File: config.mk
export PLATFORM = sky130hd
export DESIGN_NAME = axil_addr_demux
export DESIGN_NICKNAME = d
export VERILOG_FILES = /design/src/rtl/axil_addr_demux_pkg.sv /design/src/rtl/axil_addr_demux_decode.sv /design/src/rtl/axil_addr_demux.sv
export SDC_FILE = /design/constraint.sdc
export NUM_CORES = 1
export LEC_CHECK = 0
export CORE_AREA = 3 3 197 199
export CTS_CLUSTER_DIAMETER = 120
export CTS_CLUSTER_SIZE = 10
export DETAILED_ROUTE_END_ITERATION = 16
export DIE_AREA = 0 0 200 202
export GPL_ROUTABILITY_DRIVEN = 0
export GPL_TIMING_DRIVEN = 1
export MAX_ROUTING_LAYER = met4
export PLACE_DENSITY = 0.49
export SETUP_SLACK_MARGIN = 0.2
export SYNTH_ARGS = -nofsm -noshare
export SYNTH_HDL_FRONTEND = slang
export SYNTH_HIERARCHICAL = 1
export SYNTH_SLANG_ARGS = --single-unit
File: constraint.sdc
create_clock -name clk_i -period 4.96 [get_ports clk_i]
set_input_delay 0.992 -clock clk_i [delete_from_list [all_inputs] [get_ports clk_i]]
set_output_delay 0.992 -clock clk_i [all_outputs]
set_load 0.01 [all_outputs]
File: src/rtl/axil_addr_demux_pkg.sv
// Shared SoC address-rule types: AXI4-Lite bundles, address windows, demux FSM states.
package axil_addr_demux_pkg;

   typedef logic [31:0] addr_t;

   typedef struct packed {
      addr_t start_addr;
      addr_t end_addr;    // exclusive
   } addr_rule_t;

   localparam logic [1:0] RESP_OKAY   = 2'b00;
   localparam logic [1:0] RESP_DECERR = 2'b11;

   localparam addr_rule_t UART_RULE       = '{start_addr: 32'h7100_0000, end_addr: 32'h7100_0030};
   localparam addr_rule_t PERIPH_TOP_RULE = '{start_addr: 32'h7000_0000, end_addr: 32'h7F00_0000};

   typedef struct packed {
      addr_t       aw_addr;
      logic [2:0]  aw_prot;
      logic        aw_valid;
      logic [31:0] w_data;
      logic [3:0]  w_strb;
      logic        w_valid;
      logic        b_ready;
      addr_t       ar_addr;
      logic [2:0]  ar_prot;
      logic        ar_valid;
      logic        r_ready;
   } axil_req_t;

   typedef struct packed {
      logic        aw_ready;
      logic        w_ready;
      logic [1:0]  b_resp;
      logic        b_valid;
      logic        ar_ready;
      logic [31:0] r_data;
      logic [1:0]  r_resp;
      logic        r_valid;
   } axil_rsp_t;

   typedef enum logic [2:0] {W_IDLE, W_FWD, W_RESP, W_ERR, W_ERRB} w_state_e;
   typedef enum logic [1:0] {R_IDLE, R_FWD, R_RESP, R_ERR} r_state_e;

   function automatic int unsigned idx_width(input int unsigned n);
      return (n > 1) ? $clog2(n) : 1;
   endfunction

endpackage

File: src/rtl/axil_addr_demux_decode.sv
// Combinational address-window match; the lowest matching rule index wins.
module axil_addr_decode
   import axil_addr_demux_pkg::*;
#(
   parameter int unsigned NUM_SLV               = 2,
   parameter addr_rule_t  ADDR_RULES [NUM_SLV]  = '{UART_RULE, PERIPH_TOP_RULE},
   parameter int unsigned IDX_W                 = idx_width(NUM_SLV)
) (
   input  addr_t            addr_i,
   output logic             hit_o,
   output logic [IDX_W-1:0] idx_o
);

   // Scanning downward lets the lowest overlapping index overwrite higher ones.
   always_comb begin
      hit_o = 1'b0;
      idx_o = '0;
      for (int i = NUM_SLV - 1; i >= 0; i--) begin
         if (addr_i >= ADDR_RULES[i].start_addr && addr_i < ADDR_RULES[i].end_addr) begin
            hit_o = 1'b1;
            idx_o = IDX_W'(i);
         end
      end
   end

endmodule

File: src/rtl/axil_addr_demux.sv
// AXI4-Lite 1-to-N address demux with independent write/read FSMs and decode-error tracking.
module axil_addr_demux
   import axil_addr_demux_pkg::*;
#(
   parameter int unsigned NUM_SLV              = 2,
   parameter addr_rule_t  ADDR_RULES [NUM_SLV] = '{UART_RULE, PERIPH_TOP_RULE},
   parameter int unsigned CNT_W                = 16
) (
   input  logic             clk_i,
   input  logic             rst_i,
   input  axil_req_t        slv_req_i,
   output axil_rsp_t        slv_rsp_o,
   output axil_req_t        mst_req_o [NUM_SLV],
   input  axil_rsp_t        mst_rsp_i [NUM_SLV],
   output logic [CNT_W-1:0] dec_err_cnt_o,
   output addr_t            dec_err_addr_o
);

   localparam int unsigned IDX_W = idx_width(NUM_SLV);

   w_state_e          w_state_q, w_state_d;
   r_state_e          r_state_q, r_state_d;
   addr_t             aw_addr_q, aw_addr_d, ar_addr_q, ar_addr_d;
   logic [2:0]        aw_prot_q, aw_prot_d, ar_prot_q, ar_prot_d;
   logic [IDX_W-1:0]  w_idx_q, w_idx_d, r_idx_q, r_idx_d;
   logic              aw_done_q, aw_done_d, w_done_q, w_done_d;
   logic [CNT_W-1:0]  cnt_q, cnt_d;
   addr_t             err_addr_q, err_addr_d;

   logic              aw_hit, ar_hit, aw_miss, ar_miss;
   logic [IDX_W-1:0]  aw_idx, ar_idx;
   logic [CNT_W:0]    cnt_sum;

   axil_addr_decode #(.NUM_SLV(NUM_SLV), .ADDR_RULES(ADDR_RULES), .IDX_W(IDX_W)) u_aw_decode (
      .addr_i (slv_req_i.aw_addr),
      .hit_o  (aw_hit),
      .idx_o  (aw_idx)
   );

   axil_addr_decode #(.NUM_SLV(NUM_SLV), .ADDR_RULES(ADDR_RULES), .IDX_W(IDX_W)) u_ar_decode (
      .addr_i (slv_req_i.ar_addr),
      .hit_o  (ar_hit),
      .idx_o  (ar_idx)
   );

   // NOTE: every signal written here gets a default first, so no path leaves one unassigned (no latch).
   always_comb begin
      w_state_d = w_state_q;
      r_state_d = r_state_q;
      aw_addr_d = aw_addr_q;
      aw_prot_d = aw_prot_q;
      w_idx_d   = w_idx_q;
      aw_done_d = aw_done_q;
      w_done_d  = w_done_q;
      ar_addr_d = ar_addr_q;
      ar_prot_d = ar_prot_q;
      r_idx_d   = r_idx_q;
      aw_miss   = 1'b0;
      ar_miss   = 1'b0;
      slv_rsp_o = '0;
      for (int i = 0; i < NUM_SLV; i++) begin
         mst_req_o[i]         = '0;
         mst_req_o[i].aw_addr = aw_addr_q;
         mst_req_o[i].aw_prot = aw_prot_q;
         mst_req_o[i].w_data  = slv_req_i.w_data;
         mst_req_o[i].w_strb  = slv_req_i.w_strb;
         mst_req_o[i].ar_addr = ar_addr_q;
         mst_req_o[i].ar_prot = ar_prot_q;
      end

      unique case (w_state_q)
         W_IDLE: begin
            slv_rsp_o.aw_ready = !rst_i;
            if (slv_req_i.aw_valid) begin
               aw_addr_d = slv_req_i.aw_addr;
               aw_prot_d = slv_req_i.aw_prot;
               w_idx_d   = aw_idx;
               aw_done_d = 1'b0;
               w_done_d  = 1'b0;
               aw_miss   = !aw_hit;
               w_state_d = aw_hit ? W_FWD : W_ERR;
            end
         end
         W_FWD: begin
            mst_req_o[w_idx_q].aw_valid = !aw_done_q;
            mst_req_o[w_idx_q].w_valid  = slv_req_i.w_valid && !w_done_q;
            slv_rsp_o.w_ready           = mst_rsp_i[w_idx_q].w_ready && !w_done_q;
            aw_done_d = aw_done_q || mst_rsp_i[w_idx_q].aw_ready;
            w_done_d  = w_done_q || (slv_req_i.w_valid && mst_rsp_i[w_idx_q].w_ready);
            if (aw_done_d && w_done_d) w_state_d = W_RESP;
         end
         W_RESP: begin
            slv_rsp_o.b_valid          = mst_rsp_i[w_idx_q].b_valid;
            slv_rsp_o.b_resp           = mst_rsp_i[w_idx_q].b_resp;
            mst_req_o[w_idx_q].b_ready = slv_req_i.b_ready;
            if (mst_rsp_i[w_idx_q].b_valid && slv_req_i.b_ready) w_state_d = W_IDLE;
         end
         W_ERR: begin
            slv_rsp_o.w_ready = 1'b1;
            if (slv_req_i.w_valid) w_state_d = W_ERRB;
         end
         W_ERRB: begin
            slv_rsp_o.b_valid = 1'b1;
            slv_rsp_o.b_resp  = RESP_DECERR;
            if (slv_req_i.b_ready) w_state_d = W_IDLE;
         end
         default: w_state_d = W_IDLE;
      endcase

      unique case (r_state_q)
         R_IDLE: begin
            slv_rsp_o.ar_ready = !rst_i;
            if (slv_req_i.ar_valid) begin
               ar_addr_d = slv_req_i.ar_addr;
               ar_prot_d = slv_req_i.ar_prot;
               r_idx_d   = ar_idx;
               ar_miss   = !ar_hit;
               r_state_d = ar_hit ? R_FWD : R_ERR;
            end
         end
         R_FWD: begin
            mst_req_o[r_idx_q].ar_valid = 1'b1;
            if (mst_rsp_i[r_idx_q].ar_ready) r_state_d = R_RESP;
         end
         R_RESP: begin
            slv_rsp_o.r_valid          = mst_rsp_i[r_idx_q].r_valid;
            slv_rsp_o.r_data           = mst_rsp_i[r_idx_q].r_data;
            slv_rsp_o.r_resp           = mst_rsp_i[r_idx_q].r_resp;
            mst_req_o[r_idx_q].r_ready = slv_req_i.r_ready;
            if (mst_rsp_i[r_idx_q].r_valid && slv_req_i.r_ready) r_state_d = R_IDLE;
         end
         R_ERR: begin
            slv_rsp_o.r_valid = 1'b1;
            slv_rsp_o.r_resp  = RESP_DECERR;
            if (slv_req_i.r_ready) r_state_d = R_IDLE;
         end
         default: r_state_d = R_IDLE;
      endcase

      // One extra bit catches the carry; simultaneous misses add two.
      cnt_sum    = {1'b0, cnt_q} + (CNT_W + 1)'({1'b0, aw_miss} + {1'b0, ar_miss});
      cnt_d      = cnt_sum[CNT_W] ? '1 : cnt_sum[CNT_W-1:0];
      err_addr_d = aw_miss ? slv_req_i.aw_addr : (ar_miss ? slv_req_i.ar_addr : err_addr_q);
   end

   // NOTE: state updates use non-blocking assignments so every register samples pre-edge values.
   always_ff @(posedge clk_i) begin
      if (rst_i) begin
         w_state_q  <= W_IDLE;
         r_state_q  <= R_IDLE;
         aw_addr_q  <= '0;
         aw_prot_q  <= '0;
         w_idx_q    <= '0;
         aw_done_q  <= 1'b0;
         w_done_q   <= 1'b0;
         ar_addr_q  <= '0;
         ar_prot_q  <= '0;
         r_idx_q    <= '0;
         cnt_q      <= '0;
         err_addr_q <= '0;
      end else begin
         w_state_q  <= w_state_d;
         r_state_q  <= r_state_d;
         aw_addr_q  <= aw_addr_d;
         aw_prot_q  <= aw_prot_d;
         w_idx_q    <= w_idx_d;
         aw_done_q  <= aw_done_d;
         w_done_q   <= w_done_d;
         ar_addr_q  <= ar_addr_d;
         ar_prot_q  <= ar_prot_d;
         r_idx_q    <= r_idx_d;
         cnt_q      <= cnt_d;
         err_addr_q <= err_addr_d;
      end
   end

   assign dec_err_cnt_o  = cnt_q;
   assign dec_err_addr_o = err_addr_q;

endmodule

==> impl_metrics.py, run 1 <==
metrics = {
    "power": {
        "clockPowerShare_pct": 20.9,
        "pwr-share-seq_pct": 22.7,
        "power_frac_comb_pct": 56.4,
        "p_leak_nw": 4.54,
        "peakVddDrop_v": 0.000214,
        "p_int_w": 0.00361,
        "switching_share_pct": 40.1,
        "netSwitchingPower_w": 0.00241,
        "p_per_area_nw_per_um2": 468,
    },
    "synth": {
        "synth_edf_count": 0,
        "yosysSeqAreaShare_pct": 33.6,
        "synth_nets": 1200,
        "ys.flop_type": "dfxtp_1",
        "post_synth_instance_area_um2": 7560,
        "synthCells": 998,
        "yosys_warnings": 6,
        "ys_seq_elements": 127,
        "ys_types": 56,
        "synthArstFlopShare_pct": 0,
        "postSynthAreaPerCell_um2": 7.58,
    },
    "clock_network": {
        "cts_resized": 0,
        "worstSkewPairLatency_ns": 0.42,
        "path_clk_slew_ns": 0.06,
        "root_buffer": "clkbuf_16",
        "cts_setup_buffers": 0,
        "cts_tree": "built",
        "ctsHoldBuffers": 0,
        "h-tree-depth": 4,
        "numCtsBuffers": 17,
        "clk_path_buf_depth": 2,
        "cts.sink_count": 127,
    },
    "layout": {
        "fin_nets": 1562,
        "antenna_cells": 0,
        "fillers": 3961,
        "drive_gt1_share_pct": 5.39,
        "area_delta_synth_final_pct": 70.0,
        "multi_input_area_um2": 3910,
        "regArea_um2": 2540,
        "finish.utilization_pct": 34.4,
    },
    "grt": {
        "grt_max_degree": 67,
        "grt_first_pass_wirelength_mm": 51.7,
        "grtUsageTotal_pct": 17.6,
        "grt_pass1_vias": 8230,
        "gr-total-overflow": 0,
        "antenna_found_initial": 1,
    },
    "timing": {
        "period_minus_slack_ns": 3.90,
        "slew_violations": 0,
        "worstMarginPinSlew_ns": 1.02,
        "min_period_over_period_pct": 78.7,
        "rsz0062_at_grt": "no",
        "hold_viol_final": 0,
        "max-slew-margin-rel_pct": 32.2,
        "finalClockSkew_ns": 0.00957,
        "finalWorstSetupSlack_ns": 1.06,
        "max_freq_mhz": 256,
        "hold_slack_ns": 0.449,
        "setup_violations": 0,
        "setup-tns-final_ns": 0,
    },
    "critical_path": {
        "cp_max_fo": 66,
        "crit_type": "flop to primary output",
        "crit_buf_inv": 3,
        "end_kind": "primary output",
        "cpMaxStageDelayCell": "buf_4",
        "crit_chain": "inv_1 -> ha_1 -> nor3b_2 -> buf_4 -> nor2b_1 -> clkdlybuf4s50_1",
        "worst_path_largest_cell_delay_ns": 0.59,
        "cp.arrival_ns": 2.91,
        "crit_family": "buffers and inverters",
        "required_ns": 3.97,
        "setup.worst_path.start_class": "flop",
    },
    "min_path": {
        "hold_path.class": "flop to flop",
    },
    "floorplan": {
        "die_area_um2": 40400,
        "fp.dieW_um": 200,
        "fp-row-count": 71,
        "ioPinCount": 506,
        "die_h_um": 202,
        "core_region_area_um2": 37400,
        "start_util_pct": 20.2,
    },
    "detailed_routing": {
        "wl_per_cell_um": 19.2,
        "vias": 8033,
        "post-route-drc-count": 0,
        "drt-initial-drc-count": 267,
        "routed_wl_mm": 36.1,
        "drtPass1Iterations": 4,
        "final_antenna_net_count": 0,
        "drt-vias-per-instance": 4.26,
    },
    "status": {
        "status": "completed",
    },
    "job": {
        "drv_cap": 0,
    },
    "placed_design": {
        "hpwlAfterDp_mm": 28.7,
        "port_buffers": 505,
        "dp_slack_ns": 0.852,
    },
}
[cells by family (layout without fill, tap and decap cells)]
family | count (synthesis) | after routing | synth area share (%)
multiplexers | 43 | 43 | 5.89
buffers and inverters | 188 | 563 | 15.1
flip-flops | 127 | 127 | 33.6
AO/OA/AOI/OAI | 151 | 151 | 12.5
XOR/XNOR | 10 | 10 | 1.16
adder cells (fa/ha/maj) | 7 | 7 | 1.26
AND/OR/NAND/NOR | 472 | 472 | 30.5
[final cells by class]
type                       count  share of cell area (%)
clock buffer                  19                    3.44
tap                          511                    4.97
multi-input combinational    683                    30.4
timing repair buffer         518                    40.0
clock inverter                13                    1.01
sequential                   127                    19.8
inverter                      13                   0.379
[stage by stage]
stage                     cell area (um^2)  std cells  total power (W)
after global placement               12300       1852          0.00486
final                                12900       1884          0.00602
after floorplan                       7560        998          0.00316
after global routing                 12900       1884          0.00644
after detailed placement             12300       1852          0.00486
after CTS                            12900       1884          0.00615
[worst min-delay path, stage by stage, from the launching register on]
cell     delay, ns
dfxtp_1       0.30
nand2_1       0.05
a21oi_1       0.05
[state kept, by name (all words and copies together), names as in the netlist]
signal	cells
aw_done_q	1
dec_err_cnt_o	16
dec_err_addr_o	32
w_idx_q	1
w_state_q	3
r_state_q	2
ar_prot_q	3
w_done_q	1
aw_prot_q	3
r_idx_q	1
aw_addr_q	32
ar_addr_q	32
[layer usage]
metal	global-route usage, %	wire length (um)
met1	19.0	14100
met2	31.9	18600
met3	5.28	2910
met4	3.61	536
met5	-	0
[power by group through the flow]
| stage | Clock, W | Sequential (W) | Combinational (W) |
|---|---|---|---|
| after global placement | 0 | 0.00138 | 0.00347 |
| after CTS | 0.00130 | 0.00137 | 0.00348 |
| after floorplan | 0 | 0.00138 | 0.00178 |
| after detailed placement | 0 | 0.00139 | 0.00347 |
| final | 0.00126 | 0.00137 | 0.00340 |
| after global routing | 0.00134 | 0.00140 | 0.00370 |
[worst paths after layout]
kind / start / endpoint / slack [ns] / cells after the start
max: r_state_q[0]$_SDFFE_PP0P_ / mst_req_o[5] / 1.06 / 6
min: ar_addr_q[24]$_SDFFE_PP0P_ / ar_addr_q[24]$_SDFFE_PP0P_ / 0.45 / 2
max reg2reg: w_state_q[0]$_SDFFE_PP0P_ / dec_err_cnt_o[1]$_SDFF_PP0_ / 2.34 / 9
min reg2reg: ar_addr_q[24]$_SDFFE_PP0P_ / ar_addr_q[24]$_SDFFE_PP0P_ / 0.45 / 2
[cells in the mapped netlist (6+ instances only)]
cell | count | share of area [%]
and3_1 | 6 | 0.50
mux2i_1 | 37 | 4.9
clkbuf_1 | 41 | 2.0
nor4_1 | 10 | 0.83
nor3_1 | 7 | 0.46
nor2b_1 | 111 | 9.2
nand2_1 | 222 | 11
buf_4 | 107 | 11
buf_1 | 7 | 0.35
a21oi_1 | 93 | 6.2
ha_1 | 6 | 0.99
nand3_1 | 8 | 0.53
dfxtp_1 | 127 | 34
buf_2 | 19 | 1.3
nor2_1 | 77 | 3.8
xnor2_1 | 7 | 0.81
inv_1 | 10 | 0.50
a311oi_1 | 32 | 3.7
nor4_2 | 6 | 0.99
[placed cells by master (no fill, tap or decap), drive strengths merged, types with 4 or more instances in the layout]
master | synthesis | routed
a21oi | 93 | 93
a311oi | 32 | 32
and2 | 4 | 4
and3 | 6 | 6
buf | 134 | 14
clkbuf | 41 | 19
clkdlybuf4s50 | 0 | 504
clkinv | 1 | 5
dfxtp | 127 | 127
ha | 6 | 6
inv | 12 | 17
mux2 | 6 | 6
mux2i | 37 | 37
nand2 | 222 | 222
nand3 | 9 | 9
nor2 | 77 | 77
nor2b | 111 | 111
nor3 | 7 | 7
nor4 | 17 | 17
xnor2 | 7 | 7
Power figures use the tool's default switching activity.
==> run 2: changes to the inputs <==
==> constraint.sdc (replaced) <==
create_clock -name clk_i -period 3.8 [get_ports clk_i]
set_input_delay 0.76 -clock clk_i [delete_from_list [all_inputs] [get_ports clk_i]]
set_output_delay 0.76 -clock clk_i [all_outputs]
set_load 0.01 [all_outputs]
==> run 2 against run 1 <==
Sequential power is 31% higher. First-iteration DRC count up 3.0%. Hold slack worse by 0.0012 ns. Via count grew 1.2%. Final cell count rose by 0.74%. Register-to-register slack worse by 1.1 ns. Critical path type unchanged. Largest cell class unchanged.
==> impl_metrics.py, run 2 (synthesized netlist as in run 1, its figures left out) <==
metrics = {
    "grt": {
        "antenna_found_initial": 2,
        "grt_max_degree": 69,
        "grt_pass1_vias": 8318,
        "grtUsageTotal_pct": 17.5,
        "gr-total-overflow": 0,
        "grt_first_pass_wirelength_mm": 51.9,
    },
    "clock_network": {
        "cts.sink_count": 127,
        "h-tree-depth": 4,
        "ctsHoldBuffers": 0,
        "path_clk_slew_ns": 0.07,
        "root_buffer": "clkbuf_16",
        "numCtsBuffers": 17,
        "clk_path_buf_depth": 2,
        "cts_tree": "built",
        "worstSkewPairLatency_ns": 0.42,
    },
    "detailed_routing": {
        "drt-initial-drc-count": 275,
        "final_antenna_net_count": 0,
        "drtPass1Iterations": 4,
        "vias": 8128,
        "post-route-drc-count": 0,
        "routed_wl_mm": 36.4,
        "drt-vias-per-instance": 4.28,
        "wl_per_cell_um": 19.2,
    },
    "layout": {
        "regArea_um2": 2540,
        "layout_commonest_cell": "clkdlybuf4s50_1",
        "multi_input_area_um2": 3910,
        "finish.utilization_pct": 34.8,
        "fillers": 4006,
        "mostFrequentLayoutCells": "clkdlybuf4s50_1 (504), nand2_1 (220), dfxtp_1 (126)",
        "drive_gt1_share_pct": 6.35,
        "fin_nets": 1575,
        "area_delta_synth_final_pct": 72.2,
    },
    "status": {
        "status": "completed",
    },
    "power": {
        "finalPower_w": 0.00800,
        "p_per_area_nw_per_um2": 614,
        "peakVddDrop_v": 0.000260,
        "p_leak_nw": 4.64,
    },
    "timing": {
        "max-slew-margin-rel_pct": 38.7,
        "finalWorstSetupSlack_ns": 0.333,
        "hold_viol_final": 0,
        "min_period_over_period_pct": 91.2,
        "hold_slack_ns": 0.448,
        "rsz0062_at_grt": "yes",
        "max_freq_mhz": 288,
        "setup-tns-final_ns": 0,
        "finalClockSkew_ns": 0.0153,
        "period_minus_slack_ns": 3.47,
        "setup_violations": 0,
        "slew_violations": 0,
        "worstMarginPinSlew_ns": 0.917,
    },
    "critical_path": {
        "rrSetupSlack_ns": 1.27,
        "cpMaxStageDelayCell": "clkdlybuf4s50_1",
        "crit_chain": "inv_1 -> ha_1 -> nor3b_4 -> buf_12 -> nor2b_1 -> clkdlybuf4s50_1",
        "required_ns": 3.04,
        "crit_type": "flop to primary output",
        "end_kind": "primary output",
        "cp.arrival_ns": 2.71,
        "setup.worst_path.start_class": "flop",
        "worst_path_largest_cell_delay_ns": 0.60,
        "cp_max_fo": 65,
    },
    "placed_design": {
        "dp_slack_ns": 0.289,
        "hpwlAfterDp_mm": 28.5,
        "port_buffers": 505,
    },
    "min_path": {
        "hold_path.class": "flop to flop",
    },
    "job": {
        "drv_cap": 0,
    },
    "floorplan": {
        "die_h_um": 202,
        "ioPinCount": 506,
        "fp.dieW_um": 200,
        "die_area_um2": 40400,
        "core_region_area_um2": 37400,
        "fp-row-count": 71,
        "start_util_pct": 20.2,
    },
}
==> run 2: cell types whose count changed in the layout (fill, tap and decap cells not counted), sizes merged <==
cell      before  now
inv           17   20
clkinvlp       3    0
buf           14   26
clkbuf        19   18
diode          0    1
clkinv         5    7
==> run 2: timing repair <==
action                                 CTS  global route
endpoints found under the hold margin    0             0
setup endpoints to repair                0            51
buffers inserted                         0             1
gates resized for setup                  0             1
==> run 2: where the power goes <==
group / total (W) / switching (W) / internal (W)
clock: 0.00164 / 0.000716 / 0.000925
combinational: 0.00457 / 0.00229 / 0.00228
sequential: 0.00179 / 0.000184 / 0.00161
==> run 2: per-stage QoR <==
stage,cell area (um^2),std cells
2_1_floorplan,7560,998
3_3_place_gp,12400,1863
5_1_grt,13000,1898
3_5_place_dp,12400,1863
6_report,13000,1898
4_1_cts,13000,1895
==> run 2: area by class of cell <==
| type | count | share of cell area, % |
|---|---|---|
| clock inverters | 15 | 1.14 |
| clock buffers | 17 | 3.27 |
| diodes | 1 | 0.0192 |
| repair buffers | 531 | 40.7 |
| flip-flops and latches | 127 | 19.5 |
| inverters | 13 | 0.375 |
| multi-input cells | 683 | 30.0 |
| well taps | 511 | 4.91 |
==> run 2: worst paths after layout <==
kind                        startpoint                     endpoint  depth (start not counted)
min reg2reg  aw_addr_q[0]$_SDFFE_PP0P_    aw_addr_q[0]$_SDFFE_PP0P_                          2
max          r_state_q[0]$_SDFFE_PP0P_               mst_req_o[120]                          6
min          aw_addr_q[0]$_SDFFE_PP0P_    aw_addr_q[0]$_SDFFE_PP0P_                          2
max reg2reg  r_state_q[0]$_SDFFE_PP0P_  dec_err_cnt_o[3]$_SDFF_PP0_                         11
==> run 2: routing by layer <==
| layer | vias to the layer above | routed length, um | GRT usage, % |
|---|---|---|---|
| met1 | 3788 | 14400 | 19.4 |
| met3 | 25 | 2800 | 4.90 |
| met4 | 0 | 522 | 3.79 |
| li1 | 3970 | - | - |
| met2 | 345 | 18600 | 31.3 |
| met5 | - | 0 | - |
==> run 2: critical path: cells and delay by family, from the launching register on <==
kind                     cells  cell delay (ns)
adder cells (fa/ha/maj)      1             0.38
buffers and inverters        3             0.89
flip-flops                   1             0.39
AND/OR/NAND/NOR              2             0.54
==> run 3: changes to the inputs <==
--- a/config.mk
+++ b/config.mk
@@ -15,6 +15,7 @@
 export MAX_ROUTING_LAYER = met4
 export PLACE_DENSITY = 0.49
 export SETUP_SLACK_MARGIN = 0.2
+export SLEW_MARGIN = 15
 export SYNTH_ARGS = -nofsm -noshare
 export SYNTH_HDL_FRONTEND = slang
 export SYNTH_HIERARCHICAL = 1
==> results of run 3 <==
Final layout, timing and power as in run 2 (identical DEF).
